### src/rtl/fft_demod_framer_mc_if.sv
// rtl/fft_demod_framer_mc_if.sv - sample/subcarrier stream bundle for fft_demod_framer_mc
//
// Purpose: one beat of a stream that has no backpressure, with sideband and a
//          symbol delimiter.
// Signals: tdata  - payload, channel 0 in the LSBs
//          tuser  - per-beat sideband
//          tlast  - last beat of a symbol
//          tvalid - beat valid
// Modports: master drives the stream, slave receives it.
interface fft_demod_framer_mc_if #(
  parameter int DW = 64,
  parameter int UW = 23
);
  logic [DW-1:0] tdata;
  logic [UW-1:0] tuser;
  logic          tlast;
  logic          tvalid;

  modport master (output tdata, output tuser, output tlast, output tvalid);
  modport slave  (input  tdata, input  tuser, input  tlast, input  tvalid);
endinterface

### src/rtl/fft_demod_framer_mc.sv
// rtl/fft_demod_framer_mc.sv - multi-channel CP removal, FFT feed and BWP window framer
//
// Purpose: strips the cyclic prefix of each symbol, feeds FFT_LEN time-aligned
//          samples per symbol to an external FFT core, then keeps only the
//          configured subcarrier window of the FFT output and re-attaches the
//          symbol metadata through a small FIFO.
// Ports:   clk_i, reset_ni          - clock, asynchronous active-low reset
//          s_axis_in (slave)        - time samples, tuser = {meta, cp_len}
//          fft_in_tdata/tvalid      - registered samples to the FFT core
//          fft_resync_o             - one-cycle resync pulse to the FFT core
//          fft_out_tdata/blk_exp/tvalid - FFT results (shifted order)
//          cfg_bwp_start_i/len_i    - subcarrier window, sampled at bin 0
//          m_axis_out (master)      - selected subcarriers, tuser = {meta, blk_exp}
//          sym_drop_o               - one-cycle pulse on aborted symbol
//          err_o / err_clr_i        - sticky {underflow, overflow} and its clear
module fft_demod_framer_mc #(
  parameter int NUM_CH          = 2,
  parameter int IN_DW           = 32,
  parameter int OUT_DW          = 16,
  parameter int NFFT            = 8,
  parameter int CP_W            = 5,
  parameter int META_W          = 18,
  parameter int BLK_EXP_LEN     = 8,
  parameter int HALF_CP_ADVANCE = 1,
  parameter int META_DEPTH      = 16
) (
  input  logic                          clk_i,
  input  logic                          reset_ni,
  fft_demod_framer_mc_if.slave          s_axis_in,
  output logic [NUM_CH*IN_DW-1:0]       fft_in_tdata,
  output logic                          fft_in_tvalid,
  output logic                          fft_resync_o,
  input  logic [NUM_CH*IN_DW-1:0]       fft_out_tdata,
  input  logic [NUM_CH*BLK_EXP_LEN-1:0] fft_out_blk_exp,
  input  logic                          fft_out_tvalid,
  input  logic [NFFT-1:0]               cfg_bwp_start_i,
  input  logic [NFFT:0]                 cfg_bwp_len_i,
  fft_demod_framer_mc_if.master         m_axis_out,
  output logic                          sym_drop_o,
  output logic [1:0]                    err_o,
  input  logic                          err_clr_i
);

  localparam int FFT_LEN = 1 << NFFT;
  localparam int AW      = $clog2(META_DEPTH);
  localparam int TU_IN   = META_W + CP_W;
  localparam int BLK_W   = NUM_CH * BLK_EXP_LEN;
  localparam logic [NFFT-1:0] LAST_IDX = NFFT'(FFT_LEN - 1);

  typedef enum logic [1:0] {
    SKIP_CP  = 2'd0,
    PROCESS  = 2'd1,
    SKIP_END = 2'd2
  } state_e;

  // ---------------------------------------------------------------------------
  // Input side: CP removal and FFT feed
  // ---------------------------------------------------------------------------
  state_e                  state_q;
  logic                    start_q;     // next valid beat opens a symbol
  logic [CP_W-1:0]         skip_q;
  logic [CP_W-1:0]         skip_cnt_q;
  logic [NFFT-1:0]         in_cnt_q;
  logic [META_W-1:0]       meta_q;
  logic [NUM_CH*IN_DW-1:0] fft_in_tdata_q;
  logic                    fft_in_tvalid_q;
  logic                    push_q;      // meta push, one cycle after sample FFT_LEN-1
  logic                    sym_drop_q;  // also serves as FIFO flush / out_cnt reset

  logic [CP_W-1:0] cp_in;
  logic [CP_W-1:0] skip_in;
  logic [CP_W-1:0] skip_cur;
  logic [CP_W-1:0] skip_cnt_nxt;
  logic            take_start;
  logic            fwd;
  logic            last_fft;
  logic [NFFT-1:0] cur_idx;

  always_comb begin
    cp_in        = s_axis_in.tuser[CP_W-1:0];
    skip_in      = (HALF_CP_ADVANCE != 0) ? (cp_in - (cp_in >> 1)) : cp_in;
    take_start   = s_axis_in.tvalid && (state_q == SKIP_CP) && start_q;
    // A zero-length skip makes the start sample itself FFT sample 0.
    fwd          = s_axis_in.tvalid &&
                   ((state_q == PROCESS) || (take_start && (skip_in == '0)));
    cur_idx      = (state_q == PROCESS) ? in_cnt_q : '0;
    last_fft     = fwd && (cur_idx == LAST_IDX);
    skip_cur     = take_start ? skip_in : skip_q;
    skip_cnt_nxt = take_start ? CP_W'(1) : (skip_cnt_q + CP_W'(1));
  end

  always_ff @(posedge clk_i or negedge reset_ni) begin
    if (!reset_ni) begin
      state_q         <= SKIP_CP;
      start_q         <= 1'b1;
      skip_q          <= '0;
      skip_cnt_q      <= '0;
      in_cnt_q        <= '0;
      meta_q          <= '0;
      fft_in_tdata_q  <= '0;
      fft_in_tvalid_q <= 1'b0;
      push_q          <= 1'b0;
      sym_drop_q      <= 1'b0;
    end else begin
      fft_in_tvalid_q <= 1'b0;
      push_q          <= 1'b0;
      sym_drop_q      <= 1'b0;
      if (s_axis_in.tvalid) begin
        start_q <= s_axis_in.tlast;
        if (take_start) begin
          skip_q <= skip_in;
          meta_q <= s_axis_in.tuser[TU_IN-1 -: META_W];
        end
        if (fwd) begin
          skip_cnt_q <= '0;
          if (last_fft) begin
            fft_in_tdata_q  <= s_axis_in.tdata;
            fft_in_tvalid_q <= 1'b1;
            push_q          <= 1'b1;
            in_cnt_q        <= '0;
            state_q         <= s_axis_in.tlast ? SKIP_CP : SKIP_END;
          end else if (s_axis_in.tlast) begin
            // Short symbol: the aborting sample is not handed to the FFT core.
            sym_drop_q <= 1'b1;
            in_cnt_q   <= '0;
            state_q    <= SKIP_CP;
          end else begin
            fft_in_tdata_q  <= s_axis_in.tdata;
            fft_in_tvalid_q <= 1'b1;
            in_cnt_q        <= cur_idx + NFFT'(1);
            state_q         <= PROCESS;
          end
        end else begin
          case (state_q)
            SKIP_CP: begin
              if (s_axis_in.tlast) begin
                skip_cnt_q <= '0;              // empty symbol
              end else if (skip_cnt_nxt == skip_cur) begin
                skip_cnt_q <= '0;
                state_q    <= PROCESS;
              end else begin
                skip_cnt_q <= skip_cnt_nxt;
              end
            end
            SKIP_END: begin
              if (s_axis_in.tlast) begin
                state_q <= SKIP_CP;
              end
            end
            default: state_q <= SKIP_CP;
          endcase
        end
      end
    end
  end

  assign fft_in_tdata  = fft_in_tdata_q;
  assign fft_in_tvalid = fft_in_tvalid_q;
  assign fft_resync_o  = sym_drop_q;
  assign sym_drop_o    = sym_drop_q;

  // ---------------------------------------------------------------------------
  // Output side: metadata FIFO, window selection, truncation
  // ---------------------------------------------------------------------------
  logic [META_W-1:0]        mem_q [META_DEPTH];
  logic [AW-1:0]            wr_ptr_q;
  logic [AW-1:0]            rd_ptr_q;
  logic [AW:0]              count_q;
  logic [NFFT-1:0]          out_cnt_q;
  logic [NFFT-1:0]          bwp_start_q;
  logic [NFFT:0]            bwp_len_q;
  logic [META_W-1:0]        meta_out_q;
  logic [BLK_W-1:0]         blk_q;
  logic [1:0]               err_q;
  logic [NUM_CH*OUT_DW-1:0] m_tdata_q;
  logic [META_W+BLK_W-1:0]  m_tuser_q;
  logic                     m_tlast_q;
  logic                     m_tvalid_q;

  logic                     fifo_empty;
  logic                     fifo_full;
  logic                     pop_req;
  logic                     pop_ok;
  logic                     push_ok;
  logic                     overflow;
  logic                     underflow;
  logic [META_W-1:0]        head;
  logic                     first_bin;
  logic [NFFT-1:0]          win_start;
  logic [NFFT:0]            win_len;
  logic [NFFT+1:0]          win_sum;
  logic [NFFT-1:0]          win_end;
  logic                     in_win;
  logic [META_W-1:0]        cur_meta;
  logic [BLK_W-1:0]         cur_blk;
  logic [NUM_CH*OUT_DW-1:0] trunc;
  logic                     unused_fft_bits;

  assign unused_fft_bits = ^fft_out_tdata;

  always_comb begin
    fifo_empty = (count_q == '0);
    fifo_full  = (count_q == (AW+1)'(META_DEPTH));
    first_bin  = (out_cnt_q == '0);
    pop_req    = fft_out_tvalid && first_bin;
    pop_ok     = pop_req && !fifo_empty;
    underflow  = pop_req && fifo_empty;
    // A pop in the same cycle frees the slot, so a full FIFO still accepts.
    push_ok    = push_q && (!fifo_full || pop_ok);
    overflow   = push_q && fifo_full && !pop_ok;
    head       = fifo_empty ? '0 : mem_q[rd_ptr_q];

    // Bin 0 uses the live configuration; later bins use the copy taken at bin 0.
    win_start  = first_bin ? cfg_bwp_start_i : bwp_start_q;
    win_len    = first_bin ? cfg_bwp_len_i   : bwp_len_q;
    win_sum    = {2'b00, win_start} + {1'b0, win_len} - (NFFT+2)'(1);
    win_end    = (win_sum > (NFFT+2)'(FFT_LEN - 1)) ? LAST_IDX : win_sum[NFFT-1:0];
    in_win     = (win_len != '0) && (out_cnt_q >= win_start) && (out_cnt_q <= win_end);
    cur_meta   = first_bin ? head : meta_out_q;
    cur_blk    = first_bin ? fft_out_blk_exp : blk_q;

    trunc = '0;
    for (int c = 0; c < NUM_CH; c++) begin
      trunc[c*OUT_DW +: OUT_DW] = {fft_out_tdata[c*IN_DW + IN_DW   - 1 -: OUT_DW/2],
                                   fft_out_tdata[c*IN_DW + IN_DW/2 - 1 -: OUT_DW/2]};
    end
  end

  always_ff @(posedge clk_i) begin
    if (push_ok && !sym_drop_q) begin
      mem_q[wr_ptr_q] <= meta_q;
    end
  end

  always_ff @(posedge clk_i or negedge reset_ni) begin
    if (!reset_ni) begin
      wr_ptr_q    <= '0;
      rd_ptr_q    <= '0;
      count_q     <= '0;
      out_cnt_q   <= '0;
      bwp_start_q <= '0;
      bwp_len_q   <= '0;
      meta_out_q  <= '0;
      blk_q       <= '0;
      err_q       <= 2'b00;
      m_tdata_q   <= '0;
      m_tuser_q   <= '0;
      m_tlast_q   <= 1'b0;
      m_tvalid_q  <= 1'b0;
    end else begin
      err_q <= (err_clr_i ? 2'b00 : err_q) | {underflow, overflow};

      if (sym_drop_q) begin
        wr_ptr_q  <= '0;
        rd_ptr_q  <= '0;
        count_q   <= '0;
        out_cnt_q <= '0;
      end else begin
        if (push_ok) begin
          wr_ptr_q <= wr_ptr_q + AW'(1);
        end
        if (pop_ok) begin
          rd_ptr_q <= rd_ptr_q + AW'(1);
        end
        if (push_ok && !pop_ok) begin
          count_q <= count_q + (AW+1)'(1);
        end else if (pop_ok && !push_ok) begin
          count_q <= count_q - (AW+1)'(1);
        end
        if (fft_out_tvalid) begin
          out_cnt_q <= out_cnt_q + NFFT'(1);
        end
      end

      if (fft_out_tvalid && first_bin) begin
        bwp_start_q <= cfg_bwp_start_i;
        bwp_len_q   <= cfg_bwp_len_i;
        meta_out_q  <= head;
        blk_q       <= fft_out_blk_exp;
      end

      m_tvalid_q <= fft_out_tvalid && in_win;
      m_tlast_q  <= fft_out_tvalid && in_win && (out_cnt_q == win_end);
      if (fft_out_tvalid && in_win) begin
        m_tdata_q <= trunc;
        m_tuser_q <= {cur_meta, cur_blk};
      end
    end
  end

  assign m_axis_out.tdata  = m_tdata_q;
  assign m_axis_out.tuser  = m_tuser_q;
  assign m_axis_out.tlast  = m_tlast_q;
  assign m_axis_out.tvalid = m_tvalid_q;
  assign err_o             = err_q;

endmodule

### src/flat_wrapper.sv
// flat-port wrapper written by rule: the top's interface ports become plain ports
module fft_demod_framer_mc_flat 
#(
  parameter int NUM_CH          = 2,
  parameter int IN_DW           = 32,
  parameter int OUT_DW          = 16,
  parameter int NFFT            = 8,
  parameter int CP_W            = 5,
  parameter int META_W          = 18,
  parameter int BLK_EXP_LEN     = 8,
  parameter int HALF_CP_ADVANCE = 1,
  parameter int META_DEPTH      = 16
)
  (clk_i, reset_ni, fft_in_tdata, fft_in_tvalid, fft_resync_o, fft_out_tdata, fft_out_blk_exp, fft_out_tvalid, cfg_bwp_start_i, cfg_bwp_len_i, sym_drop_o, err_o, err_clr_i, s_axis_in_tdata, s_axis_in_tuser, s_axis_in_tlast, s_axis_in_tvalid, m_axis_out_tdata, m_axis_out_tuser, m_axis_out_tlast, m_axis_out_tvalid);
  fft_demod_framer_mc_if #(.DW(64), .UW(23)) s_axis_in_i ();
  fft_demod_framer_mc_if #(.DW(32), .UW(34)) m_axis_out_i ();
  input  logic clk_i;
  input  logic reset_ni;
  output logic [NUM_CH*IN_DW-1:0] fft_in_tdata;
  output logic fft_in_tvalid;
  output logic fft_resync_o;
  input  logic [NUM_CH*IN_DW-1:0] fft_out_tdata;
  input  logic [NUM_CH*BLK_EXP_LEN-1:0] fft_out_blk_exp;
  input  logic fft_out_tvalid;
  input  logic [NFFT-1:0] cfg_bwp_start_i;
  input  logic [NFFT:0] cfg_bwp_len_i;
  output logic sym_drop_o;
  output logic [1:0] err_o;
  input  logic err_clr_i;
  input wire logic [$bits(s_axis_in_i.tdata)-1:0] s_axis_in_tdata;
  input wire logic [$bits(s_axis_in_i.tuser)-1:0] s_axis_in_tuser;
  input wire logic [$bits(s_axis_in_i.tlast)-1:0] s_axis_in_tlast;
  input wire logic [$bits(s_axis_in_i.tvalid)-1:0] s_axis_in_tvalid;
  output wire logic [$bits(m_axis_out_i.tdata)-1:0] m_axis_out_tdata;
  output wire logic [$bits(m_axis_out_i.tuser)-1:0] m_axis_out_tuser;
  output wire logic [$bits(m_axis_out_i.tlast)-1:0] m_axis_out_tlast;
  output wire logic [$bits(m_axis_out_i.tvalid)-1:0] m_axis_out_tvalid;
  assign s_axis_in_i.tdata = s_axis_in_tdata;
  assign s_axis_in_i.tuser = s_axis_in_tuser;
  assign s_axis_in_i.tlast = s_axis_in_tlast;
  assign s_axis_in_i.tvalid = s_axis_in_tvalid;
  assign m_axis_out_tdata = m_axis_out_i.tdata;
  assign m_axis_out_tuser = m_axis_out_i.tuser;
  assign m_axis_out_tlast = m_axis_out_i.tlast;
  assign m_axis_out_tvalid = m_axis_out_i.tvalid;
  fft_demod_framer_mc #(.NUM_CH(NUM_CH), .IN_DW(IN_DW), .OUT_DW(OUT_DW), .NFFT(NFFT), .CP_W(CP_W), .META_W(META_W), .BLK_EXP_LEN(BLK_EXP_LEN), .HALF_CP_ADVANCE(HALF_CP_ADVANCE), .META_DEPTH(META_DEPTH)) u_core (.clk_i(clk_i), .reset_ni(reset_ni), .s_axis_in(s_axis_in_i), .fft_in_tdata(fft_in_tdata), .fft_in_tvalid(fft_in_tvalid), .fft_resync_o(fft_resync_o), .fft_out_tdata(fft_out_tdata), .fft_out_blk_exp(fft_out_blk_exp), .fft_out_tvalid(fft_out_tvalid), .cfg_bwp_start_i(cfg_bwp_start_i), .cfg_bwp_len_i(cfg_bwp_len_i), .m_axis_out(m_axis_out_i), .sym_drop_o(sym_drop_o), .err_o(err_o), .err_clr_i(err_clr_i));
endmodule
### config.mk
export PLATFORM = sky130hd
export DESIGN_NAME = fft_demod_framer_mc_flat
export DESIGN_NICKNAME = d
export VERILOG_FILES = /design/src/rtl/fft_demod_framer_mc_if.sv /design/src/rtl/fft_demod_framer_mc.sv /design/src/flat_wrapper.sv
export SDC_FILE = /design/constraint.sdc
export NUM_CORES = 1
export LEC_CHECK = 0
export CORE_ASPECT_RATIO = 1.25
export CORE_MARGIN = 3
export CORE_UTILIZATION = 55
export CTS_CLUSTER_SIZE = 28
export DETAILED_ROUTE_END_ITERATION = 10
export HOLD_SLACK_MARGIN = 0.06
export PLACE_DENSITY_LB_ADDON = 0.08
export SETUP_SLACK_MARGIN = 0.5
export SYNTH_ARGS = -nofsm -noshare
export SYNTH_HDL_FRONTEND = slang
export SYNTH_SLANG_ARGS = --single-unit
### constraint.sdc
create_clock -name clk_i -period 6.7 [get_ports clk_i]
set_clock_uncertainty 0.2 [all_clocks]
set_input_delay 0.67 -clock clk_i [delete_from_list [all_inputs] [get_ports clk_i]]
set_output_delay 0.67 -clock clk_i [all_outputs]
set_load 0.02 [all_outputs]
==> key figures <==
Placed design
  • Port bufs: 294
  • HPWL Detailed: 34100 um
  • Gpl congestion: 0.847
  • Placed Area: 26600 um2

Global routing
  • Largest net degree at the start of global routing: 108
  • GRT Resource Usage Total: 0.233
  • Vias in the first global route: 14300
  • Initial antenna violation count: 2
  • Global-route wire length before repair: 81000 um
  • Total congestion overflow: 0

Yosys
  • Synthesized cell area: 22900 um2
  • Area leader, netlist: edfxtp_1
  • Most used flip-flop cell after synthesis: edfxtp_1
  • Mean Syn Cell Area: 13.8 um2
  • Post-synthesis simple-gate area fraction: 0.0959
  • Largest family of logic cells by synthesized area: multiplexers
  • Syn nets: 1892
  • Synthesized flop and latch total: 536
  • Post-Synth XOR/XNOR Area: 0.0149
  • Post-synth cell types: 65
  • Warning count from the yosys run: 0
  • Synth Area in Compound Gates: 0.0496
  • Post-synthesis adder-cell area fraction: 0.0245
  • Ranking of synthesized cells by area: edfxtp_1 38%, dfrtp_1 27%, nand2_1 5.5%, mux4_2 5.3%, mux2_2 5.1%
  • Sequential share of the synthesized area: 0.648
  • Post-synth top area share: 0.377
  • Share of flip-flops with an asynchronous set or reset: 0.463
  • Multiplexer area fraction after synthesis: 0.144
  • Post-Syn Instances: 1659
  • Number of synthesized flops with an enable pin: 288

Detailed routing
  • Routed vias/inst: 5.55
  • Routed wire per std cell: 20.3 um
  • Final ANT Viol Nets: 0
  • 1st-pass router iterations: 5
  • Routed wire length: 52100 um
  • 1st-iter DRT viols: 867
  • DRC: 0
  • Routed via count: 14200

Min path
  • Hold path startpoint: u_core.blk_q[1]
  • HP Class: reg2reg
  • Hold Path Depth: 2
  • Worst hold endpoint: u_core.blk_q[1]

Final layout
  • Most common cell after layout, fill and taps aside: nand2_1
  • Multi-input gate area: 7650 um2
  • Most frequent cells in the layout: 335 x nand2_1, 293 x clkdlybuf4s50_1, 288 x edfxtp_1
  • Fill cell count: 2944
  • Layout cells sized above 1: 0.173
  • # diodes: 0
  • Fin nets: 2201
  • Design Area, Final: 28400 um2
  • Layout Utilization: 0.692
  • FF+latch area: 14900 um2
  • Layout Area Growth over Synthesis: 24.1%

Timing
  • RSZ-0062 raised after global routing: no
  • Minimum clock period after layout: 5.91 ns
  • TNS Setup: 0 ns
  • Measured slew at the worst slew-check pin: 1.12 ns
  • Fin crit share: 0.882
  • Slew HR: 0.254
  • Final hold violation count: 0
  • Final setup violation count: 0
  • F_max: 169 MHz
  • Final slew viol count: 0

Floorplan
  • Initial core utilization: 0.557
  • Row cnt: 83
  • Die width: 189 um
  • Die Outline Area: 44200 um2
  • Die height: 234 um
  • I/O pin count: 327
  • Core outline area: 41100 um2

CTS
  • Clock sink count: 536
  • CTS tree: built
  • # H-tree levels: 2
  • Clk pin slew, worst setup/hold paths: 0.07 ns
  • Max clock buf depth: 3
  • Clock latency on the worst-skew pair: 0.59 ns
  • Clock root buffer: clkbuf_16
  • CTS buffer count: 52

Setup path
  • R2R cell count: 25
  • RR Endpoint: u_core.m_axis_out.tdata[8]
  • Worst Setup End Kind: flip-flop
  • Critical path arrival: 6.16 ns
  • CP dominant cell by count: ha_1
  • Crit path kind: reg2reg
  • Worst Path Required: 6.95 ns
  • CP Launch Type: flip-flop
  • Slowest stage delay, CP: 0.50 ns
  • Crit-path slowest cell: or3b_2
  • Flop-to-flop setup slack: 0.79 ns
  • Crit-path max FO: 25
  • RR Startpoint: u_core.out_cnt_q[0]

Pwr
  • Leak Pwr: 11.3 nW
  • Pwr dens: 441 nW/um2
  • Worst VDD drop: 0.289 mV

Flow run
  • Max-cap viol count: 0

Outcome
  • Status: finished, final reports clean
==> per-layer routing <==
layer  up-vias  global-route usage  share of wire
li1       6611                   -              -
met4         2              0.0673          0.026
met5         -                   0        0.00019
met1      7111               0.307           0.41
met2       410               0.402           0.51
met3        89              0.0413          0.055
==> through the flow <==
step	hold slack, ns	instances	power (mW)	setup slack [ns]
global placement	0.251	2459	9.45	0.342
finish	0.274	2564	12.5	0.792
detailed placement	0.262	2459	9.58	0.303
CTS	0.277	2564	12.6	0.545
global route	0.290	2564	13.3	0.495
floorplan	0.174	1659	7.87	0.537
==> worst max-delay path, delay by kind of cell, from the launching register on <==
family,cells,cell delay [ns]
AOI/OAI and AO/OA,5,0.90
buffers and inverters,4,0.50
muxes,2,0.61
and+or+nand+nor,9,1.83
adders and majority gates,5,1.30
DFF,1,0.42
==> repair_timing <==
action                                  CTS  global route
endpoints found under the hold margin   103             0
endpoints found under the setup margin   65            66
pin swaps                                 2             1
resized for setup                         1            13
setup buffers                             6             0
hold buffers                              1             0
==> registers in the layout, indices dropped and copies added, names as in the netlist, 9 cells and up <==
signal,flops
u_core.mem_q,288
u_core.m_axis_out.tuser,34
u_core.meta_q,18
u_core.fft_in_tdata,64
u_core.blk_q,16
u_core.meta_out_q,18
u_core.m_axis_out.tdata,32
u_core.bwp_len_q,9
==> report_power, final <==
| group | internal, mW | switching (mW) |
|---|---|---|
| clock network | 1.72 | 1.23 |
| logic | 2.42 | 2.27 |
| registers | 4.28 | 0.613 |
==> cell usage after synthesis, drive strengths merged, types with 18 or more instances <==
master / instances
inv: 36
a22oi: 19
mux2i: 50
a211oi: 35
xor2: 18
nor3: 22
edfxtp: 288
a21oi: 27
clkbuf: 49
ha: 40
dfrtp: 247
nor2b: 27
o21ai: 43
nand2: 337
nor2: 63
xnor2: 21
mux2: 132
buf: 36
mux4: 54
==> layout make-up <==
type,count,area share
sequential,536,0.523
multi-input combinational,1002,0.269
timing repair buffer,340,0.118
clock buffer,81,0.0548
tap,552,0.0243
clock inverter,17,0.00699
inverter,36,0.00475
==> worst max path at each step <==
| stage | from | endpoint | slack [ns] | cells past startpoint |
|---|---|---|---|---|
| 4_1_cts | u_core.out_cnt_q[1] | u_core.m_axis_out.tdata[8] | 0.54 | 25 |
| 3_3_place_gp | u_core.out_cnt_q[1] | u_core.m_axis_out.tdata[8] | 0.34 | 24 |
| 3_5_place_dp | u_core.out_cnt_q[1] | u_core.m_axis_out.tdata[8] | 0.30 | 24 |
| 5_1_grt | u_core.out_cnt_q[0] | u_core.m_axis_out.tdata[8] | 0.49 | 26 |
| 2_1_floorplan | u_core.out_cnt_q[1] | u_core.m_axis_out.tuser[10] | 0.54 | 28 |
| 6_report | u_core.out_cnt_q[0] | u_core.m_axis_out.tdata[8] | 0.79 | 25 |
==> kinds of logic (layout without fill, tap and decap cells) <==
group / after synthesis / count (layout)
adder cells (fa/ha/maj): 43 / 43
AO/OA/AOI/OAI: 172 / 172
buffers and inverters: 121 / 474
multiplexers: 236 / 236
XOR/XNOR: 39 / 39
flip-flops: 536 / 536
AND/OR/NAND/NOR: 512 / 512
Note: power is estimated with default switching activity, not from simulation.
